**src/rtl/wave_shaper.sv**
```systemverilog
// wave_shaper: phase index to amplitude-scaled PCM via a small output FIFO; define WAVE_DITHER_EN for LFSR dither
module wave_shaper #(
  parameter int PHASE_W = 10,
  parameter int DATA_W = 16,
  parameter int AMP_W = 8,
  parameter int FIFO_DEPTH = 2,
  parameter logic [15:0] DITHER_SEED = 16'hACE1
) (
  input  logic               clk,
  input  logic               rst,
  input  logic               en,
  input  logic [PHASE_W-1:0] phase_in,
  input  logic [1:0]         wave_sel,
  input  logic [PHASE_W-1:0] pulse_width,
  input  logic [AMP_W-1:0]   amplitude,
  output logic [DATA_W-1:0]  sample_data,
  output logic               sample_valid,
  input  logic               sample_ready,
  output logic               wrap_pulse,
  output logic               overflow,
  input  logic               overflow_clr
);
  localparam int AW = $clog2(FIFO_DEPTH);
  localparam logic [AW:0] DEPTH = (AW+1)'(FIFO_DEPTH);
  localparam logic [DATA_W-1:0] MAX_P = {1'b0, {(DATA_W-1){1'b1}}};
  localparam logic [DATA_W-1:0] MAX_N = {1'b1, {(DATA_W-1){1'b0}}};
  localparam logic [PHASE_W-1:0] PW_RST = {1'b1, {(PHASE_W-1){1'b0}}};
  logic [PHASE_W-1:0] phase_q, pw_q, pw_d;
  logic [1:0] sel_q, sel_d;
  logic [PHASE_W-2:0] tri_t;
  logic [DATA_W-1:0] saw, raw_d, raw_q, scaled, s2_d, s2_q, last_q, last_d;
  logic signed [DATA_W+AMP_W-1:0] prod;
  logic evt, wrap, s1_v_q, s2_v_q, wrap_q, overflow_q, overflow_d;
  logic pop, push, full, drop;
  logic [DATA_W-1:0] mem_q [FIFO_DEPTH];
  logic [AW-1:0] wr_q, wr_d, rd_q, rd_d;
  logic [AW:0] cnt_q, cnt_d;
  always_comb begin
    evt = en && phase_in != phase_q;
    wrap = evt && phase_in < phase_q;
    sel_d = wrap ? wave_sel : sel_q;
    pw_d = wrap ? pulse_width : pw_q;
    saw = {~phase_in[PHASE_W-1], phase_in[PHASE_W-2:0], {(DATA_W-PHASE_W){1'b0}}};
    tri_t = phase_in[PHASE_W-1] ? ~phase_in[PHASE_W-2:0] : phase_in[PHASE_W-2:0];
    raw_d = sel_d == 2'b00 ? saw :
            sel_d == 2'b11 ? ~saw :
            sel_d == 2'b01 ? {~tri_t[PHASE_W-2], tri_t[PHASE_W-3:0], {(DATA_W-PHASE_W+1){1'b0}}} :
            phase_in < pw_d ? MAX_P : MAX_N;
    prod = $signed({{AMP_W{raw_q[DATA_W-1]}}, raw_q}) * $signed({{DATA_W{1'b0}}, amplitude});
    scaled = DATA_W'(prod >>> AMP_W);
  end
`ifdef WAVE_DITHER_EN
  logic [15:0] lfsr_q, lfsr_d;
  always_comb begin
    s2_d = (lfsr_q[0] && scaled != MAX_P) ? scaled + {{(DATA_W-1){1'b0}}, 1'b1} : scaled;
    lfsr_d = s1_v_q ? ({1'b0, lfsr_q[15:1]} ^ (lfsr_q[0] ? 16'hB400 : 16'h0000)) : lfsr_q;
  end
  always_ff @(posedge clk) lfsr_q <= rst ? DITHER_SEED : lfsr_d;
`else
  always_comb s2_d = scaled;
`endif
  // A write into a full FIFO still lands when the head pops on the same edge
  always_comb begin
    sample_valid = cnt_q != '0;
    sample_data = sample_valid ? mem_q[rd_q] : last_q;
    full = cnt_q == DEPTH;
    pop = sample_valid && sample_ready;
    push = s2_v_q && (!full || pop);
    drop = s2_v_q && full && !pop;
    wr_d = push ? wr_q + AW'(1) : wr_q;
    rd_d = pop ? rd_q + AW'(1) : rd_q;
    cnt_d = (push && !pop) ? cnt_q + (AW+1)'(1) : (pop && !push) ? cnt_q - (AW+1)'(1) : cnt_q;
    last_d = pop ? mem_q[rd_q] : last_q;
    overflow_d = drop || (overflow_q && !overflow_clr);
    wrap_pulse = wrap_q;
    overflow = overflow_q;
  end
  always_ff @(posedge clk) begin
    if (push) mem_q[wr_q] <= s2_q;
  end
  always_ff @(posedge clk) begin
    if (rst) begin
      phase_q <= '0;
      sel_q <= '0;
      pw_q <= PW_RST;
      raw_q <= '0;
      s1_v_q <= 1'b0;
      s2_q <= '0;
      s2_v_q <= 1'b0;
      wr_q <= '0;
      rd_q <= '0;
      cnt_q <= '0;
      last_q <= '0;
      wrap_q <= 1'b0;
      overflow_q <= 1'b0;
    end else begin
      phase_q <= phase_in;
      sel_q <= sel_d;
      pw_q <= pw_d;
      raw_q <= raw_d;
      s1_v_q <= evt;
      s2_q <= s2_d;
      s2_v_q <= s1_v_q;
      wr_q <= wr_d;
      rd_q <= rd_d;
      cnt_q <= cnt_d;
      last_q <= last_d;
      wrap_q <= wrap;
      overflow_q <= overflow_d;
    end
  end
endmodule

```
**config.mk**
```make
export PLATFORM = sky130hd
export DESIGN_NAME = wave_shaper
export DESIGN_NICKNAME = d
export VERILOG_FILES = /design/src/rtl/wave_shaper.sv
export SDC_FILE = /design/constraint.sdc
export NUM_CORES = 1
export LEC_CHECK = 0
export CAP_MARGIN = 20
export CORE_MARGIN = 2
export CORE_UTILIZATION = 35
export CTS_BUF_LIST = sky130_fd_sc_hd__clkbuf_8 sky130_fd_sc_hd__clkbuf_16
export DETAILED_ROUTE_END_ITERATION = 12
export GPL_TIMING_DRIVEN = 0
export MAX_ROUTING_LAYER = met4
export PLACE_DENSITY_LB_ADDON = 0.12
export SYNTH_ARGS = -nofsm -noshare
export SYNTH_HDL_FRONTEND = slang
export SYNTH_SLANG_ARGS = --single-unit
export TNS_END_PERCENT = 10
```
**constraint.sdc**
```tcl
create_clock -name clk -period 6.3 [get_ports clk]
set_input_delay 1.26 -clock clk [delete_from_list [all_inputs] [get_ports clk]]
set_output_delay 1.26 -clock clk [all_outputs]
set_load 0.02 [all_outputs]
```
* Word level (Yosys, flattened, before mapping) *
Memories as Yosys holds them, arrays and structs flattened. A register that Yosys moved wholly into a read port is not among the register bits.
Cells that the tools add are included.
W data, S select, Z words.

storage, ports and cells
  RAM bits = 32
  input bits = 35
  memories = 1
  register bits after elaboration = 78
  word-level logic and storage cells = 63

operators by class
  equal/unequal tests = 4
  reductions and logical operators = 19
  multiply operators = 1
  multiplexer cells = 14
  add/sub/neg operators = 4
  bitwise gates (word level) = 4
  magnitude comparators = 2

memories
  memory  depth  bits a word  read ports  clocked after Yosys merged registers in  write ports  line  text
  mem_q   2      16           1           1                                        1            35    logic [DATA_W-1:0] mem_q [FIFO_DEPTH];

operator list
  cell                   number
  $mux W16               5
  $mul A16 B9 Y24        1
  $lt A10 B10 Y1         2
  $not A16 Y16           1
  $mux W10               1
  $ne A10 B10 Y1         1
  $logic_and A1 B1 Y1    9
  $mux W9                1
  $not A9 Y9             1
  $mux W2                3
  $eq A2 B2 Y1 const B   2
  $logic_not A1 Y1       4
  $mux W1                4
  $reduce_bool A2 Y1     2
  $add A1 B1 Y1 const B  2
  $add A2 B1 Y2 const B  1
  $eq A2 B1 Y1 const B   1
  $logic_not A2 Y1       1
  $logic_or A1 B1 Y1     2
  $not A1 Y1             2
  $reduce_or A2 Y1       1
  $sub A2 B1 Y2 const B  1

* Longest topological paths before layout *
Gate-level depths: netlist (run 1).

  word-level depth = 9
  mapped depth = 20
  mapped depth without buffers = 19

* Worst setup path before layout (run 1) *
OpenSTA, ideal clock, no wires.

  path kind = in2reg
  start = input amplitude[2]
  end = register s2_q[15]
  slack = 0.384 ns
  setup time = 0.123 ns
  data arrival time = 5.792 ns
  cell stages on the path = 17
  cells stage by stage = clkbuf_1 > nand2_1 > fa_1 > fa_1 > inv_1 > fa_1 > inv_1 > fa_1 > inv_1 > ha_1 > a21o_1 > a221oi_2 > a21oi_2 > o2111a_1 > or3_4 > o31ai_4 > mux2_1

between the ends
  cells in the longest elaborated chain, start to end = 1

RTL lines
  what                  line  text
  from (decl)           15    input logic [AMP_W-1:0] amplitude,
  $mul A16 B9 Y24       49    prod = $signed({{AMP_W{raw_q[DATA_W-1]}}, raw_q}) * $signed({{DATA_W{1'b0}}, amplitude});
  to (signal assigned)  88    s2_q <= '0;
  to (signal assigned)  102   s2_q <= s2_d;
  to (decl)             31    logic [DATA_W-1:0] saw, raw_d, raw_q, scaled, s2_d, s2_q, last_q, last_d;

No other way between the ends.
A chain may end at the register's enable or synchronous reset.

* Worst setup path after layout (run 1) *
  start = input amplitude[2]
  end = register s2_q[10]

Same word-level chain as after synthesis.

==> results of run 1 <==
-- path summary, 6_finish.rpt --
kind,slack (ns),from,to,depth (start not counted)
max,0.19,amplitude[2],s2_q[10]$_SDFF_PP0_,18
min,0.42,s2_q[10]$_SDFF_PP0_,mem_q[0][10]$_DFFE_PP_,0
max reg2reg,0.91,raw_q[4]$_SDFF_PP0_,s2_q[10]$_SDFF_PP0_,18
min reg2reg,0.42,s2_q[10]$_SDFF_PP0_,mem_q[0][10]$_DFFE_PP_,0
-- what timing repair did --
action | in CTS | in global routing
endpoints found under the setup margin | 6 | 5
setup buffers | 0 | 2
pin swaps | 2 | 4
resized for setup | 15 | 22
-- stage by stage --
step	setup WS [ns]	setup TNS (ns)	instances	util, %	hold WS (ns)
global route	0.008313	0	1256	41.24	0.4407
global placement	-0.7326	-4.147	1238	39.43	0.4088
CTS	0.004016	0	1254	40.89	0.4264
detailed placement	-0.7474	-4.316	1238	39.44	0.4127
finish	0.1946	0	1256	41.24	0.4246
floorplan	0.3844	0	866	-	0.4037
-- power breakdown --
part	total (W)	internal [W]	leakage [nW]	switching, W
Sequential	0.000916	0.000846	0.907	0.0000700
Combinational	0.00212	0.000895	3.19	0.00122
Clock	0.000590	0.000319	0.152	0.000272
Total	0.00363	0.00206	4.25	0.00156
-- critical path: cells and delay by family --
kind | cells | cell delay (ns)
adder cells (fa/ha/maj) | 5 | 2.28
AO/OA/AOI/OAI | 4 | 1.00
buffers and inverters | 5 | 0.82
AND/OR/NAND/NOR | 3 | 0.63
multiplexers | 1 | 0.36
-- final cells by class --
cell class              instances  share of cell area (%)
diodes                          1                 0.02601
plain buffers                  37                   1.847
clock buffers                   9                   2.341
clock inverters                 7                  0.9493
inverters                     138                   5.384
multi-input cells             584                   54.25
flip-flops and latches        106                   25.38
well taps                     319                   4.148
repair buffers                 55                   5.670
-- cells in the final DEF, fill, tap and decap left out, types with 4 or more instances in the layout --
cell	count
a211oi_1	21
and3_1	4
mux2i_1	26
nand2_1	78
fa_1	85
nand3_1	7
dfxtp_1	74
inv_1	137
xnor2_1	12
clkbuf_1	25
and2_1	38
ha_1	58
a21oi_1	28
clkdlybuf4s50_1	50
nand2b_1	6
edfxtp_1	32
o21a_1	4
o211ai_1	19
clkbuf_16	9
nor3_1	11
o21ai_0	11
a221o_1	8
or2_2	4
nor2b_1	17
xor2_1	17
a21o_1	8
nor2_1	75
-- routing by layer --
metal | GRT usage, % | vias to the layer above | routed length (um)
met5 | - | - | 0
met4 | 3.290 | 0 | 191
met3 | 2.464 | 14 | 564
met2 | 27.97 | 91 | 9139
met1 | 22.57 | 2887 | 8963
li1 | - | 2957 | -
-- sequential cells by signal, indices dropped and copies added, names as in the netlist, named ones only --
register,cells
sel_q,2
s2_q,16
s2_v_q,1
raw_q,11
wr_q,1
overflow,1
pw_q,10
phase_q,10
rd_q,1
wrap_pulse,1
mem_q,32
cnt_q,2
s1_v_q,1
last_q,16
-- cell families after synthesis --
family                     Yosys count  synth area share (%)
AOI/OAI and AO/OA                  123                 10.96
buffers and inverters              176                 8.035
muxes                               29                 3.556
and+or+nand+nor                    255                 14.65
DFF                                106                 29.54
adders and majority gates          148                 30.20
xor gates and xnor gates            29                 3.072
==> summary.txt, run 1 <==
Starting Density = 35.44%
first-pass GRT wire length = 32070 um
die extent in x = 157.7 um
total power draw = 0.003625 W
full die area = 24870 sq um
vias per inst = 4.736
number of CTS-inserted buffers = 9
dominant cell type by area after synthesis = fa_1
Routed Antenna Nets = 0
critical path's slowest cell = fa_1
FFs w/ async S/R, synth = 0%
RSZ-0062 raised after global routing = false
Post-synth EDFFs = 32
nets@finish = 1114
critical-path cell list = clkdlybuf4s50_1 -> buf_6 -> nand2_1 -> fa_1 -> fa_1 -> inv_1 -> fa_1 -> inv_1 -> fa_1 -> inv_1 -> ha_4 -> and3_1 -> a221oi_2 -> a21oi_2 -> or2_2 -> a31o_2 -> a41oi_1 -> mux2_1
Clock Tree Buf Depth = 2
Pwr Density = 376.8 nW/um^2
Top cell by count, worst path = fa_1
Area Overhead vs Synth = 16.36%
max_cap viols = 0
area of the multi-input gates = 5220 sq um
initial antenna violation count = 1
layout cell share with drive strength beyond 1 = 5.876%
skew final = 0.01154 ns
most frequent cell after synthesis = inv_1
Top FF cell, synth = dfxtp_1
Residual DRC = 0
sequential cell area fraction in the yosys report = 29.54%
Area contributors post-synth = fa_1, dfxtp_1, edfxtp_1
Mapped Area = 8269 sq um
drt pass-1 iters = 6
status = finished clean
syn nets = 1049
Clock Sinks = 106
detailed placer's ending HPWL = 15130 um
Final Hold Vio Count = 0
# hold bufs at CTS = 0
Yosys top cell area share = 20.82%
row cnt = 56
Arr. time, crit path = 6.34 ns
Max Slew Vio Count = 0
YS warnings = 0
Starting DRT DRC Count = 345
Final setup violation count = 0
fin area = 9622 sq um
I/O pin total = 54
DR vias = 5949
total gr overflow = 0
H-tree levels = 3
Die H = 157.7 um
Max VDD drop = 181.6 uV
largest net degree at the start of global routing = 21
Fmax achieved = 163.8 MHz
critical path class = primary input to register
CTS tree = built
CP max FO = 9
worst-margin pin slew = 0.9082 ns
Hold Crit Class = register to register
core footprint = 23330 sq um
GRT Overall Usage = 17.02%
post-synthesis register bit count = 106
Mean Syn Cell Area = 9.549 sq um
clk root buf = clkbuf_16
fillers = 2364
area of placed instances = 9201 sq um
FF/Latch Area = 2442 sq um
clk slew on worst S/H paths = 0.07 ns
Startpoint Class = primary input
Setup crit end kind = register
vias in the first global route = 6221
PortBufs = 53
clock latency at the later pin of the worst-skew pair = 0.36 ns
slowest stage delay, CP = 0.52 ns
Synth cell types = 52
Min Clock Period, post-route = 6.105 ns
Post-synth top cells = inv_1, fa_1, nand2_1
WP data required = 6.53 ns
Leakage = 4.251 nW
Routed WL = 18860 um
WL/cell = 15.01 um
Mapped Cells = 866
final period utilization = 96.91%
gpl congestion = 0.8016
Slew HR = 39.18%
(Power assumes the default switching activity.)
==> run 2: changes to the inputs <==
--- a/config.mk
+++ b/config.mk
@@ -12,7 +12,7 @@
 export DETAILED_ROUTE_END_ITERATION = 12
 export GPL_TIMING_DRIVEN = 0
 export MAX_ROUTING_LAYER = met4
-export PLACE_DENSITY_LB_ADDON = 0.12
+export PLACE_DENSITY = 0.5
 export SYNTH_ARGS = -nofsm -noshare
 export SYNTH_HDL_FRONTEND = slang
 export SYNTH_SLANG_ARGS = --single-unit
==> constraint.sdc (replaced) <==
create_clock -name clk -period 6.3 [get_ports clk]
set_input_delay 1.26 -clock clk [delete_from_list [all_inputs] [get_ports clk]]
set_output_delay 1.26 -clock clk [all_outputs]
set_load 0.1 [all_outputs]
==> run 2 against run 1 <==
Against the previous run: clock-buffer cell count stayed put; core utilization hardly changed; clock power is 3% lower; combinational power is 27% higher; routed wire length is 0.64% lower; sequential share of layout area hardly changed; via count is 0.79% higher; largest cell class unchanged; die area stayed put.
==> summary.txt, run 2 (synthesis results as in run 1) <==
status = finished clean
CP max FO = 10
full die area = 24870 sq um
DR vias = 5996
detailed placer's ending HPWL = 15010 um
clk root buf = clkbuf_16
max_cap viols = 0
FF/Latch Area = 2442 sq um
Leakage = 4.261 nW
Top Registers = mem_q x32, last_q x16, s2_q x16
Area Overhead vs Synth = 16.33%
largest net degree at the start of global routing = 23
WL met3 = 520 um
row cnt = 56
R2R Path End = s2_q[15]$_SDFF_PP0_
Startpoint Class = primary input
# diodes = 0
gpl congestion = 0.8163
Arr. time, crit path = 6.31 ns
Max VDD drop = 286.2 uV
critical-path cell list = clkdlybuf4s50_1 -> clkbuf_4 -> nand2_1 -> fa_1 -> inv_1 -> fa_1 -> fa_1 -> inv_1 -> fa_1 -> inv_1 -> ha_1 -> a21oi_2 -> o21ai_1 -> a211oi_1 -> o2bb2ai_1 -> or3_4 -> o31ai_4 -> mux2_4
hold path endpoint = mem_q[0][12]$_DFFE_PP_
highest routed layer = met4
largest reg by FF count = mem_q
clock latency at the later pin of the worst-skew pair = 0.36 ns
H-tree levels = 3
Pwr Density = 435.0 nW/um^2
CP top delay family = adder cells
Routed Antenna Nets = 0
PortBufs = 53
Starting DRT DRC Count = 225
worst r2r src = raw_q[4]$_SDFF_PP0_
Setup TNS Final = 0 ns
non-filler cells, final = 1256
number of CTS-inserted buffers = 9
clk slew on worst S/H paths = 0.07 ns
Starting Density = 35.44%
I/O pin total = 54
worst-margin pin slew = 0.9753 ns
critical path's slowest cell = fa_1
r2r setup slk = 0.95 ns
Fmax achieved = 164.5 MHz
# hold bufs at CTS = 0
slowest stage delay, CP = 0.54 ns
WP depth = 18
critical path class = primary input to register
Routed WL = 18740 um
total gr overflow = 0
area of placed instances = 9201 sq um
area of the multi-input gates = 5218 sq um
hold depth = 0
initial antenna violation count = 0
core footprint = 23330 sq um
final period utilization = 96.47%
Final setup violation count = 0
Worst Hold Slack = 0.4317 ns
CP Buf/Inv Count = 5
GRT Overall Usage = 16.76%
drt pass-1 iters = 4
Clock Tree Buf Depth = 2
die extent in x = 157.7 um
WP data required = 6.53 ns
Die H = 157.7 um
total power draw = 0.004184 W
Residual DRC = 0
Largest register FFs = 32
WL/cell = 14.92 um
fin area = 9619 sq um
Hold Crit Class = register to register
WL met2 = 9141 um
Top cell by count, worst path = fa_1
nets@finish = 1115
Max Slew Vio Count = 0
fillers = 2348
vias per inst = 4.774
Hold Startpoint = s2_q[12]$_SDFF_PP0_
Clock Sinks = 106
Setup crit end kind = register
vias in the first global route = 6339
CTS tree = built
first-pass GRT wire length = 31660 um
commonest non-fill, non-tap cell in the layout = inv_1
layout cell share with drive strength beyond 1 = 5.763%
Cells after DPL = 1238
Min Clock Period, post-route = 6.077 ns
most frequent cells in the layout = inv_1, fa_1, nand2_1
Worst R2R Path Depth = 18
Met1 Routed Length = 8892 um
skew final = 0.01304 ns
Final Hold Vio Count = 0
Slew HR = 34.78%
RSZ-0062 raised after global routing = false
[run 2: cell type report]
class	count	area share [%]
multi-input cells	584	54.24
repair buffers	56	5.723
clock buffers	9	2.341
inverters	138	5.385
plain buffers	37	1.847
clock inverters	7	0.9235
flip-flops and latches	106	25.39
well taps	319	4.149
[run 2: power breakdown]
group          internal [W]  leakage (nW)  switching [W]
Combinational      0.000882          3.20        0.00181
Sequential         0.000846         0.907      0.0000699
Clock              0.000287         0.153       0.000287
Total               0.00202          4.26        0.00217
[run 2: timing repair]
item,4_1_cts,5_1_grt
cloned,0,1
endpoints found under the setup margin,5,4
buffers inserted,0,2
gates resized for setup,15,19
pin swaps,1,6
[run 2: metal layers]
| metal | track usage [%] | up-vias |
|---|---|---|
| met5 | - | - |
| met4 | 2.814 | 0 |
| met3 | 2.217 | 15 |
| met2 | 28.80 | 79 |
| met1 | 21.48 | 2941 |
| li1 | - | 2961 |
[run 2: stage by stage]
step	utilization (%)	setup WS, ns
floorplan	-	0.3844
global placement	39.43	-0.7521
detailed placement	39.44	-0.7462
CTS	40.89	0.005009
global route	41.23	0.01233
finish	41.23	0.2227
[run 2: how the worst max path moves through the flow]
stage	from	endpoint	slack (ns)
floorplan	amplitude[2]	s2_q[15]$_SDFF_PP0_	0.38
global placement	amplitude[0]	s2_q[15]$_SDFF_PP0_	-0.75
detailed placement	amplitude[0]	s2_q[15]$_SDFF_PP0_	-0.75
CTS	amplitude[3]	s2_q[15]$_SDFF_PP0_	0.005
global route	amplitude[4]	s2_q[15]$_SDFF_PP0_	0.01
finish	amplitude[4]	s2_q[15]$_SDFF_PP0_	0.22
